## src/rtl/sevenseg_pkg.sv

```systemverilog
// Shared segment patterns {a,b,c,d,e,f,g} (active-high) and digit index sizing
// for the seven-segment scan driver.
package sevenseg_pkg;

   localparam logic [6:0] SEG_0   = 7'b1111110;
   localparam logic [6:0] SEG_1   = 7'b0110000;
   localparam logic [6:0] SEG_2   = 7'b1101101;
   localparam logic [6:0] SEG_3   = 7'b1111001;
   localparam logic [6:0] SEG_4   = 7'b0110011;
   localparam logic [6:0] SEG_5   = 7'b1011011;
   localparam logic [6:0] SEG_6   = 7'b1011111;
   localparam logic [6:0] SEG_7   = 7'b1110000;
   localparam logic [6:0] SEG_8   = 7'b1111111;
   localparam logic [6:0] SEG_9   = 7'b1111011;
   localparam logic [6:0] SEG_A   = 7'b1110111;
   localparam logic [6:0] SEG_B   = 7'b0011111;
   localparam logic [6:0] SEG_C   = 7'b1001110;
   localparam logic [6:0] SEG_D   = 7'b0111101;
   localparam logic [6:0] SEG_E   = 7'b1001111;
   localparam logic [6:0] SEG_F   = 7'b1000111;
   localparam logic [6:0] SEG_OFF = 7'b0000000;

   // A single-digit display still needs a 1-bit index port.
   function automatic int idx_width(input int n);
      return (n > 1) ? $clog2(n) : 1;
   endfunction

endpackage

```

## src/rtl/sevenseg_decode.sv

```systemverilog
// Nibble to active-high segment pattern; purely combinational, no handshake.
// With HEX_MODE=0 the nibbles 10-15 decode to all segments off.
module sevenseg_decode
   import sevenseg_pkg::*;
#(
   parameter int HEX_MODE = 0
)(
   input  logic [3:0] nib,
   output logic [6:0] seg
);

   always_comb begin
      seg = SEG_OFF;
      case (nib)
         4'h0: seg = SEG_0;
         4'h1: seg = SEG_1;
         4'h2: seg = SEG_2;
         4'h3: seg = SEG_3;
         4'h4: seg = SEG_4;
         4'h5: seg = SEG_5;
         4'h6: seg = SEG_6;
         4'h7: seg = SEG_7;
         4'h8: seg = SEG_8;
         4'h9: seg = SEG_9;
         4'hA: seg = (HEX_MODE != 0) ? SEG_A : SEG_OFF;
         4'hB: seg = (HEX_MODE != 0) ? SEG_B : SEG_OFF;
         4'hC: seg = (HEX_MODE != 0) ? SEG_C : SEG_OFF;
         4'hD: seg = (HEX_MODE != 0) ? SEG_D : SEG_OFF;
         4'hE: seg = (HEX_MODE != 0) ? SEG_E : SEG_OFF;
         default: seg = (HEX_MODE != 0) ? SEG_F : SEG_OFF;
      endcase
   end

endmodule

```

## src/rtl/sevenseg_scan_mux.sv

```systemverilog
// Time-multiplexed seven-segment driver, one digit per CLK_DIV-cycle slot.
// an/seg/dp are registered one clock behind digit_idx; no backpressure, load always accepted.
module sevenseg_scan_mux
   import sevenseg_pkg::*;
#(
   parameter int NUM_DIGITS     = 4,
   parameter int CLK_DIV        = 50000,
   parameter int BLANK_CYCLES   = 0,
   parameter int HEX_MODE       = 0,
   parameter int SEG_ACTIVE_LOW = 0,
   parameter int AN_ACTIVE_LOW  = 1
)(
   input  logic                                 clk,
   input  logic                                 rst,
   input  logic                                 en,
   input  logic                                 load,
   input  logic [4*NUM_DIGITS-1:0]              value,
   input  logic [NUM_DIGITS-1:0]                dp_in,
   input  logic                                 blank_lz,
   output logic [6:0]                           seg,
   output logic                                 dp,
   output logic [NUM_DIGITS-1:0]                an,
   output logic [idx_width(NUM_DIGITS)-1:0]     digit_idx,
   output logic                                 frame_tick
);

   localparam int IW = idx_width(NUM_DIGITS);
   localparam int CW = $clog2(CLK_DIV);
   localparam logic [6:0]            SEG_INV = (SEG_ACTIVE_LOW != 0) ? 7'h7F : 7'h00;
   localparam logic [NUM_DIGITS-1:0] AN_OFF  = (AN_ACTIVE_LOW != 0) ? '1 : '0;

   logic [CW-1:0]             cnt;
   logic [4*NUM_DIGITS-1:0]   shadow_val, active_val;
   logic [NUM_DIGITS-1:0]     shadow_dp, active_dp;
   logic [NUM_DIGITS-1:0]     blanked;
   logic [NUM_DIGITS-1:0]     onehot;
   logic [3:0]                cur_nib;
   logic                      cur_dp, cur_blank;
   logic [6:0]                dec_seg;
   logic                      zero_run;
   logic                      last_cnt, last_digit, past_guard, lit;

   assign last_cnt   = (cnt == CW'(CLK_DIV - 1));
   assign last_digit = (digit_idx == IW'(NUM_DIGITS - 1));
   assign onehot     = NUM_DIGITS'(1) << digit_idx;

   generate
      if (BLANK_CYCLES == 0) begin : g_no_guard
         assign past_guard = 1'b1;
      end else begin : g_guard
         assign past_guard = (cnt >= CW'(BLANK_CYCLES));
      end
   endgenerate

   assign lit = en && past_guard && !cur_blank;

   // Shadow captures every load; active only changes at the frame wrap so a frame never tears.
   always_ff @(posedge clk or posedge rst) begin
      if (rst) begin
         cnt        <= '0;
         digit_idx  <= '0;
         frame_tick <= 1'b0;
         shadow_val <= '0;
         shadow_dp  <= '0;
         active_val <= '0;
         active_dp  <= '0;
      end else begin
         frame_tick <= 1'b0;
         if (load) begin
            shadow_val <= value;
            shadow_dp  <= dp_in;
         end
         if (en) begin
            if (last_cnt) begin
               cnt <= '0;
               if (last_digit) begin
                  digit_idx  <= '0;
                  frame_tick <= 1'b1;
                  active_val <= load ? value : shadow_val;
                  active_dp  <= load ? dp_in : shadow_dp;
               end else begin
                  digit_idx <= digit_idx + 1'b1;
               end
            end else begin
               cnt <= cnt + 1'b1;
            end
         end
      end
   end

   // Scan from the top digit down; a digit is a leading zero while everything above it is zero.
   always_comb begin
      blanked  = '0;
      zero_run = 1'b1;
      for (int i = NUM_DIGITS - 1; i >= 0; i--) begin
         zero_run = zero_run && (active_val[4*i +: 4] == 4'd0);
         if (i > 0)
            blanked[i] = blank_lz && zero_run;
      end
   end

   always_comb begin
      cur_nib   = 4'd0;
      cur_dp    = 1'b0;
      cur_blank = 1'b0;
      for (int i = 0; i < NUM_DIGITS; i++) begin
         if (digit_idx == IW'(i)) begin
            cur_nib   = active_val[4*i +: 4];
            cur_dp    = active_dp[i];
            cur_blank = blanked[i];
         end
      end
   end

   sevenseg_decode #(
      .HEX_MODE (HEX_MODE)
   ) u_decode (
      .nib (cur_nib),
      .seg (dec_seg)
   );

   always_ff @(posedge clk or posedge rst) begin
      if (rst) begin
         seg <= SEG_INV;
         dp  <= SEG_INV[0];
         an  <= AN_OFF;
      end else begin
         seg <= (cur_blank ? SEG_OFF : dec_seg) ^ SEG_INV;
         dp  <= (cur_dp & ~cur_blank) ^ SEG_INV[0];
         an  <= lit ? (onehot ^ AN_OFF) : AN_OFF;
      end
   end

endmodule

```

## config.mk

```make
export PLATFORM = sky130hd
export DESIGN_NAME = sevenseg_scan_mux
export DESIGN_NICKNAME = d
export VERILOG_FILES = /design/src/rtl/sevenseg_pkg.sv /design/src/rtl/sevenseg_decode.sv /design/src/rtl/sevenseg_scan_mux.sv
export SDC_FILE = /design/constraint.sdc
export NUM_CORES = 1
export LEC_CHECK = 0
export BUFFER_PORTS_ARGS = -buffer_cell sky130_fd_sc_hd__buf_2
export CORE_MARGIN = 3
export CORE_UTILIZATION = 45
export CTS_BUF_LIST = sky130_fd_sc_hd__clkbuf_4
export CTS_CLUSTER_DIAMETER = 30
export DETAILED_ROUTE_END_ITERATION = 10
export HOLD_SLACK_MARGIN = 0.05
export PLACE_DENSITY_LB_ADDON = 0.2
export SKIP_LAST_GASP = 1
export SYNTH_ARGS = -nofsm -noshare
export SYNTH_HDL_FRONTEND = slang
export SYNTH_HIERARCHICAL = 1
export SYNTH_SLANG_ARGS = --single-unit
```

## constraint.sdc

```tcl
create_clock -name clk -period 3.52 [get_ports clk]
set_input_delay 0.352 -clock clk [delete_from_list [all_inputs] [get_ports clk]]
set_output_delay 0.352 -clock clk [all_outputs]
set_load 0.03 [all_outputs]
```

Word-level counts from Yosys, hierarchy flattened:

Memories as Yosys holds them, arrays and structs flattened.
Index checks and enable logic that the tools add are counted.

* add/subtract/negate cells: 2
* multiply operators: 0
* div/mod/pow operators: 0
* $lt $le $gt $ge: 0
* equality and inequality tests: 4
* shift-type cells: 1
* mux-type cells: 20
* bitwise logic cells: 3
* reduce and logical (&&, ||, !) cells: 13

Operators with widths (count)
* 16-bit two-way mux: 2
* 4-bit two-way mux: 6
* 16-bit by 1-bit adder with 16-bit output, second input constant: 1
* 16-bit == test, second input constant: 1
* 4-bit logical NOT: 3
* 1-bit two-way mux: 10
* 7-bit two-way mux: 1
* 1-bit logical AND: 6
* 2-bit == test, second input constant: 2
* 4-bit NOT: 1
* 1-bit by 2-bit << shifter with 4-bit output, first input constant: 1
* 3-bit AND reduction: 1
* 2-bit by 1-bit adder with 2-bit output, second input constant: 1
* 2-bit by 1-bit == test with 1-bit output, second input constant: 1
* 2-bit logical NOT: 1
* 2-bit two-way mux: 1
* 2-bit AND reduction: 1
* 1-bit AND: 1
* 1-bit logical NOT: 1
* 1-bit NOT: 1

* register bits after elaboration: 71
* latch bits: 0
* bits in writable memories: 0
* bits in read-only memories: 112
* input port bits: 25
* output and inout port bits: 15
* memories kept: 1

Memories
* (no name shown): depth 16, bits a word 7, read ports 1, clocked after memory_dff 0, wr ports 0, line sevenseg_decode.sv:14 `case (nib)`

Depth between registers and ports, before layout:

Gate-level depths: netlist (run 1).

* depth after elaboration: 10
* gate-level depth with buffers: 13

By module:

Netlist (run 1), hierarchy kept.

Modules (own cells, without submodules)
* sevenseg_scan_mux: times used 1, cells an instance 256, area each 3249.4 um^2, seq. area each 1781.7 um^2
* sevenseg_decode: times used 1, cells an instance 28, area each 219.0 um^2, seq. area each 0.0 um^2

Worst setup path before layout (run 1):

No wires, ideal clock.

* path kind: reg2reg
* from: reg digit_idx[1]
* to: reg seg[3]
* library setup time: 63 ps
* arrival time: 2673 ps
* data required time: 3457 ps
* slack: 784 ps
* stages on the path, launching flop included: 14
* path through: dfrtp_1 > inv_1 > ha_1 > clkbuf_1 > nand3b_1 > a21oi_1 > a21oi_1 > o21ai_0 > inv_2 > ha_1 > nor2_1 > a21oi_1 > o22ai_1 > and2_4

* cells in the longest elaborated chain, start to end: 7

RTL lines
* from (decl): line sevenseg_scan_mux.sv:23 `output logic [idx_width(NUM_DIGITS)-1:0] digit_idx,`
* from (signal assigned): line sevenseg_scan_mux.sv:82 `digit_idx <= digit_idx + 1'b1;`
* 2-bit logical NOT: line sevenseg_scan_mux.sv:107 `if (digit_idx == IW'(i)) begin`
* 4-bit two-way mux (3 in a row): line sevenseg_scan_mux.sv:107
* 4-bit two-way mux (*): line sevenseg_scan_mux.sv:107
* named net cur_nib[1]: line sevenseg_scan_mux.sv:37 `logic [3:0] cur_nib;`
* memory 16 x 7 bit (*)
* named net dec_seg[3]: line sevenseg_scan_mux.sv:39 `logic [6:0] dec_seg;`
* 7-bit two-way mux (*): line sevenseg_scan_mux.sv:128 `seg <= (cur_blank ? SEG_OFF : dec_seg) ^ SEG_INV;`
* to (signal assigned): line sevenseg_scan_mux.sv:128
* to (decl): line sevenseg_scan_mux.sv:20 `output logic [6:0] seg,`

Mark *: on every way through the listed nets, which the timed path passes. The rest lies on a longest branch.
A chain may end at the register's enable or synchronous reset.

Worst setup path after layout (run 1):

* from: reg digit_idx[1]
* to: reg seg[5]

The elaborated chain is that of the path after synthesis.

==> results of run 1 <==
per-stage QoR:
step / setup WS (ns) / area, um2
after global placement: 1.23 / 3720
after CTS: 1.06 / 3880
after global routing: 0.810 / 3880
final: 1.07 / 3880
after floorplan: 0.784 / 3470
after detailed placement: 1.10 / 3720
power by group through the flow:
| stage | clock network [mW] | logic, mW | registers [mW] |
|---|---|---|---|
| after floorplan | 0 | 0.109 | 0.926 |
| after global placement | 0 | 0.143 | 0.937 |
| after detailed placement | 0 | 0.146 | 0.938 |
| after CTS | 0.593 | 0.147 | 0.923 |
| after global routing | 0.630 | 0.164 | 0.934 |
| final | 0.574 | 0.143 | 0.923 |
how the worst max path moves through the flow:
stage                 start     end  slack (ns)  depth (start not counted)
2_1_floorplan  digit_idx[1]  seg[3]        0.78                         13
3_3_place_gp   digit_idx[1]  seg[5]        1.23                         10
3_5_place_dp   digit_idx[1]  seg[5]        1.10                         10
4_1_cts        digit_idx[1]  seg[5]        1.06                         10
5_1_grt        digit_idx[1]  seg[5]        0.81                         10
6_report       digit_idx[1]  seg[5]        1.07                         10
layer usage:
metal	vias to the layer above	global-route usage (%)
met5	-	0
met4	0	7.22
met3	11	4.17
met2	40	24.3
met1	1070	21.3
li1	1071	-
cell type report:
class,instances,area [um2],share of cell area (%)
tap,99,124,3.19
timing repair buffer,43,225,5.81
inverter,13,48.8,1.26
clock buffer,11,82.6,2.13
clock inverter,5,73.8,1.90
sequential,71,1780,46.0
multi-input combinational,189,1540,39.8
cell families after synthesis:
| kind of cell | count (synthesis) |
|---|---|
| muxes | 43 |
| xor gates and xnor gates | 11 |
| adders and majority gates | 11 |
| and+or+nand+nor | 91 |
| AOI/OAI and AO/OA | 33 |
| DFF | 71 |
| buffers and inverters | 24 |
synth_stat cells (all sizes together):
library cell  instances  area (um2)
buf                   5        73.8
nand3                11        55.1
nor2                 14        67.6
clkbuf                6        22.5
and4                  1        8.76
and4b                 1        10.0
nor2b                 2        12.5
and4bb                3        37.5
o21a                  1        7.51
a21oi                13        65.1
o21ai                 8        40.0
a31o                  2        17.5
nor4b                 1        8.76
o221ai                1        8.76
or4                   1        7.51
ha                   11         138
xnor2                 9        78.8
and3                  2        12.5
nor3                  3        15.0
nand2b                2        20.0
nand4                 3        33.8
dfstp                 4         105
nor4                  3        18.8
inv                  13        48.8
and2                 10        80.1
xor2                  2        17.5
a21boi                1        7.51
o22ai                 5        31.3
nor3b                 1        12.5
mux2                 42         548
a21o                  1        8.76
nand3b                6        45.0
nand2                24        90.1
a211o                 1        8.76
mux2i                 1        10.0
dfrtp                67        1680
or3                   3        18.8
state kept, by name, summed over array words and instances (netlist names), 2 cells and up:
register and flops:
active_dp 4, an 4, active_val 16, cnt 16
shadow_dp 4, seg 7, shadow_val 16, digit_idx 2
==> run_results.csv, run 1 <==
group,metric,value,unit
synth,postSynthCellCount,284,
synth,synth_xor_xnor_area_share,2.78,%
clock_tree,numCtsBuffers,9,
synth,synth.avg_cell_area,12.2,um2
power,power.density,423,mW/mm2
detailed_routing,wl_per_cell,14.4,um
floorplanning,rows,31,
timing,max_clock_freq,0.408,GHz
synth,synth_fa_ha_area_share,3.97,%
detailed_routing,top_layer,"met4",
detailed_routing,routed-wl-met2,2.79,mm
worst_setup_path,r2r_cells,10,
cells_and_area,num_antenna_cells,0,
detailed_routing,vias,2192,
worst_setup_path,timing.rr.end,"seg[5]",
clock_tree,cts_tree,"done",
clock_tree,cts_setup_buffers,0,
floorplanning,pin_count,40,
synth,yosys_warnings,6,
placement,place_congestion,0.809,
floorplanning,fp.dieH,93.8,um
worst_setup_path,crit_required,3.87,ns
timing,holdWs,0.192,ns
cells_and_area,fin_cells,431,
worst_setup_path,crit_chain,"inv_1 -> ha_1 -> nand3b_1 -> a21oi_1 -> a21oi_1 -> o21ai_0 -> inv_1 -> ha_1 -> o21ai_0 -> and2_4",
power,p_switching,0.399,mW
worst_hold_path,hp-start,"dp_in[3]",
power,pwr-share-comb,8.7,%
power,p_leak,1.75,nW
worst_setup_path,cpLargestDelayFamily,"compound AO/OA/AOI/OAI gates",
cells_and_area,fin_util,52.6,%
clock_tree,clock_latency,0.40,ns
worst_hold_path,worstHoldPathType,"in2reg",
job,drv_cap,0,
timing,worst_slew_pin_slew,1.07,ns
clock_tree,post_cts_resized,0,
timing,slew_violations,0,
clock_tree,clk_pin_slew,0.11,ns
power,intPower,1.24,mW
worst_setup_path,crit_type,"reg2reg",
cells_and_area,fin_nets,363,
timing,layout_min_cycle_time,2.45,ns
timing,fin_skew,0.0109,ns
placement,portBuffers,39,
clock_tree,clk_path_buf_depth,2,
worst_setup_path,critPathArrivalTime,2.80,ns
worst_setup_path,reg2reg_slack,1.07,ns
clock_tree,clock-sinks,71,
power,p_clk_share,35.0,%
synth,synth_top_family_by_area,"multiplexers",
timing,setup_tns,0,ns
worst_setup_path,r2r_start,"digit_idx[1]",
cells_and_area,drive_gt1_share,37.0,%
clock_tree,root_buffer,"clkbuf_4",
synth,seq_area_frac_synth,51.4,%
cells_and_area,final_cell_mix,"dfrtp_1 (67), buf_2 (39), nand2_1 (24)",
detailed_routing,wl_met1,2.96,mm
detailed_routing,firstDrtPassIters,4,
synth,synthMuxAreaShare,16.1,%
power,p_seq_share,56.3,%
timing,relSlewSlack,28.4,%
worst_setup_path,cp_max_fo,12,
floorplanning,start_util,47.1,%
global_routing,antenna_found_initial,0,
timing,rsz0062_at_grt,"false",
detailed_routing,wl_met3,312,um
clock_tree,htree_num_levels,3,
global_routing,grt_pass1_vias,2235,
timing,hold_viol,0,
global_routing,grt_pass1_wl,10.9,mm
worst_setup_path,start_kind,"register",
floorplanning,die_w,93.8,um
placement,dp.cells,415,
power,fin_total_pwr,1.64,mW
synth,synth-simple-area-share,16.0,%
global_routing,grt_use_total,15.9,%
detailed_routing,ant_nets,0,
worst_setup_path,worstPathBufferInverterCount,2,
timing,fin_crit_sh,69.7,%
timing,setup_violations,0,
global_routing,grt_max_degree,54,
floorplanning,coreArea,0.00737,mm2
synth,synth_cell_types,45,
worst_setup_path,cpPeakStageDelay,0.43,ns
detailed_routing,vias_per_cell,5.09,
cells_and_area,fill_cells,681,
detailed_routing,drt-total-wl,6.20,mm
worst_hold_path,holdPathEnd,"shadow_dp[3]",
worst_setup_path,critPathSlowestCell,"dfrtp_1",
detailed_routing,initialDrtViolationCount,89,
placement,dp_hpwl,4.36,mm
synth,syn-cell-area,0.00347,mm2
worst_hold_path,hold_depth,2,
cells_and_area,synthToLayoutAreaGrowth,11.8,%
synth,synth_compound_area_share,5.63,%
detailed_routing,drc_errors,0,
outcome,status,"finished, final reports clean",
power,vdd_drop_max,0.210,mV
worst_setup_path,crit_path_end_kind,"register",
cells_and_area,layout_commonest_cell,"dfrtp_1",
synth,syn_nets,320,
global_routing,grt_overflow_total,0,
synth,synth-seq-cells,71,
clock_tree,holdBufCountCts,0,
floorplanning,fp.dieArea,0.00880,mm2
power,switching_share,24.4,%
No activity file was read; power rests on OpenSTA's default activity.
==> inputs of run 2 (changes only) <==
==> constraint.sdc (replaced) <==
create_clock -name clk -period 2.42 [get_ports clk]
set_input_delay 0.242 -clock clk [delete_from_list [all_inputs] [get_ports clk]]
set_output_delay 0.242 -clock clk [all_outputs]
set_load 0.03 [all_outputs]
==> run 2 against run 1 <==
  * Setup slack got worse by 0.84 ns
  * Critical endpoint is now seg[1]
  * Non-clock buffer count increased by 16
  * Sequential share of layout area decreased by 1.9 points
  * Clock-buffer cell count decreased by 2
  * Sequential power increased by 45%
  * Utilization increased by 2.3 points
  * Critical path depth increased by 1
==> run_results.csv, run 2 (synthesized netlist as in run 1, its figures left out) <==
group,metric,value,unit
outcome,status,"finished, final reports clean",
clock_tree,clk_pin_slew,0.12,ns
detailed_routing,vias_per_cell,4.99,
timing,relSlewSlack,52.5,%
clock_tree,cts_setup_buffers,0,
worst_setup_path,critPathArrivalTime,2.51,ns
worst_hold_path,hp-start,"value[2]",
worst_setup_path,cp_max_fo,6,
clock_tree,numCtsBuffers,9,
global_routing,grt_use_total,15.8,%
cells_and_area,largestRegisters,"active_val: 16 flops, cnt: 16 flops, shadow_val: 16 flops",
power,p_switching,0.627,mW
timing,worst_slew_pin_slew,0.712,ns
placement,place_congestion,0.800,
timing,hold_viol,0,
worst_setup_path,crit_path_end_kind,"register",
worst_setup_path,crit_type,"reg2reg",
detailed_routing,wl_per_cell,13.8,um
power,p_clk_share,32.4,%
floorplanning,start_util,47.1,%
timing,max_clock_freq,0.456,GHz
global_routing,grt_pass1_vias,2223,
job,drv_cap,0,
cells_and_area,fin_nets,379,
worst_setup_path,start_kind,"register",
floorplanning,die_w,93.8,um
worst_setup_path,r2r_cells,11,
timing,slew_violations,0,
floorplanning,fp.dieArea,0.00880,mm2
cells_and_area,fin_util,54.9,%
worst_setup_path,crit_required,2.73,ns
placement,portBuffers,39,
clock_tree,clock_latency,0.42,ns
timing,fin_crit_sh,90.7,%
detailed_routing,ant_nets,0,
power,intPower,1.70,mW
global_routing,antenna_found_initial,0,
timing,rsz0062_at_grt,"false",
detailed_routing,vias,2229,
clock_tree,htree_num_levels,3,
floorplanning,rows,31,
floorplanning,pin_count,40,
timing,fin_skew,0.0110,ns
detailed_routing,drc_errors,0,
cells_and_area,num_antenna_cells,0,
clock_tree,clock-sinks,71,
timing,layout_min_cycle_time,2.20,ns
power,pwr-share-comb,9.9,%
timing,setup_violations,0,
global_routing,grt_pass1_wl,10.7,mm
floorplanning,coreArea,0.00737,mm2
power,vdd_drop_max,0.309,mV
timing,setup_tns,0,ns
global_routing,grt_max_degree,39,
placement,dp_hpwl,4.32,mm
cells_and_area,fin_cells,447,
worst_hold_path,worstHoldPathType,"in2reg",
cells_and_area,final_area,0.00405,mm2
detailed_routing,initialDrtViolationCount,104,
detailed_routing,firstDrtPassIters,5,
power,p_leak,1.81,nW
clock_tree,root_buffer,"clkbuf_4",
power,p_seq_share,57.7,%
placement,place_area,0.00377,mm2
detailed_routing,drt-total-wl,6.17,mm
floorplanning,fp.dieH,93.8,um
power,switching_share,26.9,%
cells_and_area,synthToLayoutAreaGrowth,16.7,%
cells_and_area,drive_gt1_share,36.8,%
clock_tree,cts_tree,"done",
clock_tree,clk_path_buf_depth,2,
cells_and_area,layout_commonest_cell,"dfrtp_1",
worst_setup_path,crit_start,"digit_idx[0]",
global_routing,grt_overflow_total,0,
worst_hold_path,hold_depth,2,
worst_setup_path,r2r_start,"digit_idx[0]",
cells_and_area,final_cell_mix,"dfrtp_1 (66), buf_2 (39), nand2_1 (24)",
placement,dp.cells,417,
worst_setup_path,reg2reg_slack,0.22,ns
power,power.density,575,mW/mm2
==> run 2: cell count changes in the layout (fill, tap and decap cells not counted), moves of 2 or more <==
cell           before  now
o21ai_0             8    6
dlygate4sd3_1       0   14
clkinvlp_4          0    2
buf_12              0    2
inv_6               0    2
clkbuf_4           11    9
==> run 2: routing by layer <==
layer	routed length, um	share of wire [%]	track usage, %	vias to the layer above
met3	322	5.2	5.13	7
met4	81	1.3	5.17	0
li1	-	-	-	1104
met2	2660	43	23.5	44
met1	3100	50	21.7	1074
met5	0	0	0	-
==> run 2: timing repair <==
action	in CTS	in global routing
hold buffers	14	0
endpoints found under the setup margin	0	6
gates resized for setup	0	2
endpoints found under the hold margin	42	0
==> run 2: final timing paths <==
kind	endpoint
worst max-delay path	seg[1]
worst min-delay path	shadow_val[2]
worst max register to register	seg[1]
worst min register to register	shadow_val[9]
max in group asynchronous	digit_idx[1]
min in group asynchronous	cnt[5]
==> run 2: power by group through the flow <==
stage | clock network [mW] | logic, mW | registers (mW)
finish | 0.756 | 0.230 | 1.34
global route | 0.833 | 0.265 | 1.36
CTS | 0.783 | 0.234 | 1.34
detailed placement | 0 | 0.217 | 1.36
global placement | 0 | 0.211 | 1.36
floorplan | 0 | 0.159 | 1.35
==> run 2: worst max-delay path: stages (launching register included) <==
cell      delay, ns
dfrtp_1        0.45
inv_1          0.11
ha_1           0.27
nand3b_1       0.10
a21oi_1        0.17
a21oi_1        0.06
o21ai_1        0.23
inv_1          0.13
ha_1           0.23
mux2i_1        0.12
o22ai_1        0.10
and2_4         0.13
==> run 2: cell type report <==
| class | instances | area [um2] |
|---|---|---|
| repair buffers | 59 | 405 |
| well taps | 99 | 124 |
| multi-input cells | 189 | 1550 |
| clock inverters | 7 | 71.3 |
| clock buffers | 9 | 67.6 |
| flip-flops and latches | 71 | 1780 |
| fillers | 659 | 3320 |
| inverters | 13 | 48.8 |
==> run 2: stage by stage <==
step / total power, mW / hold slack, ns / setup WS [ns]
after floorplan: 1.51 / 0.380 / 0.0437
after global placement: 1.57 / 0.396 / 0.132
after detailed placement: 1.58 / 0.401 / 0.0823
after CTS: 2.36 / 0.0509 / 0.0435
after global routing: 2.46 / 0.0543 / 0.0261
final: 2.33 / 0.0719 / 0.225
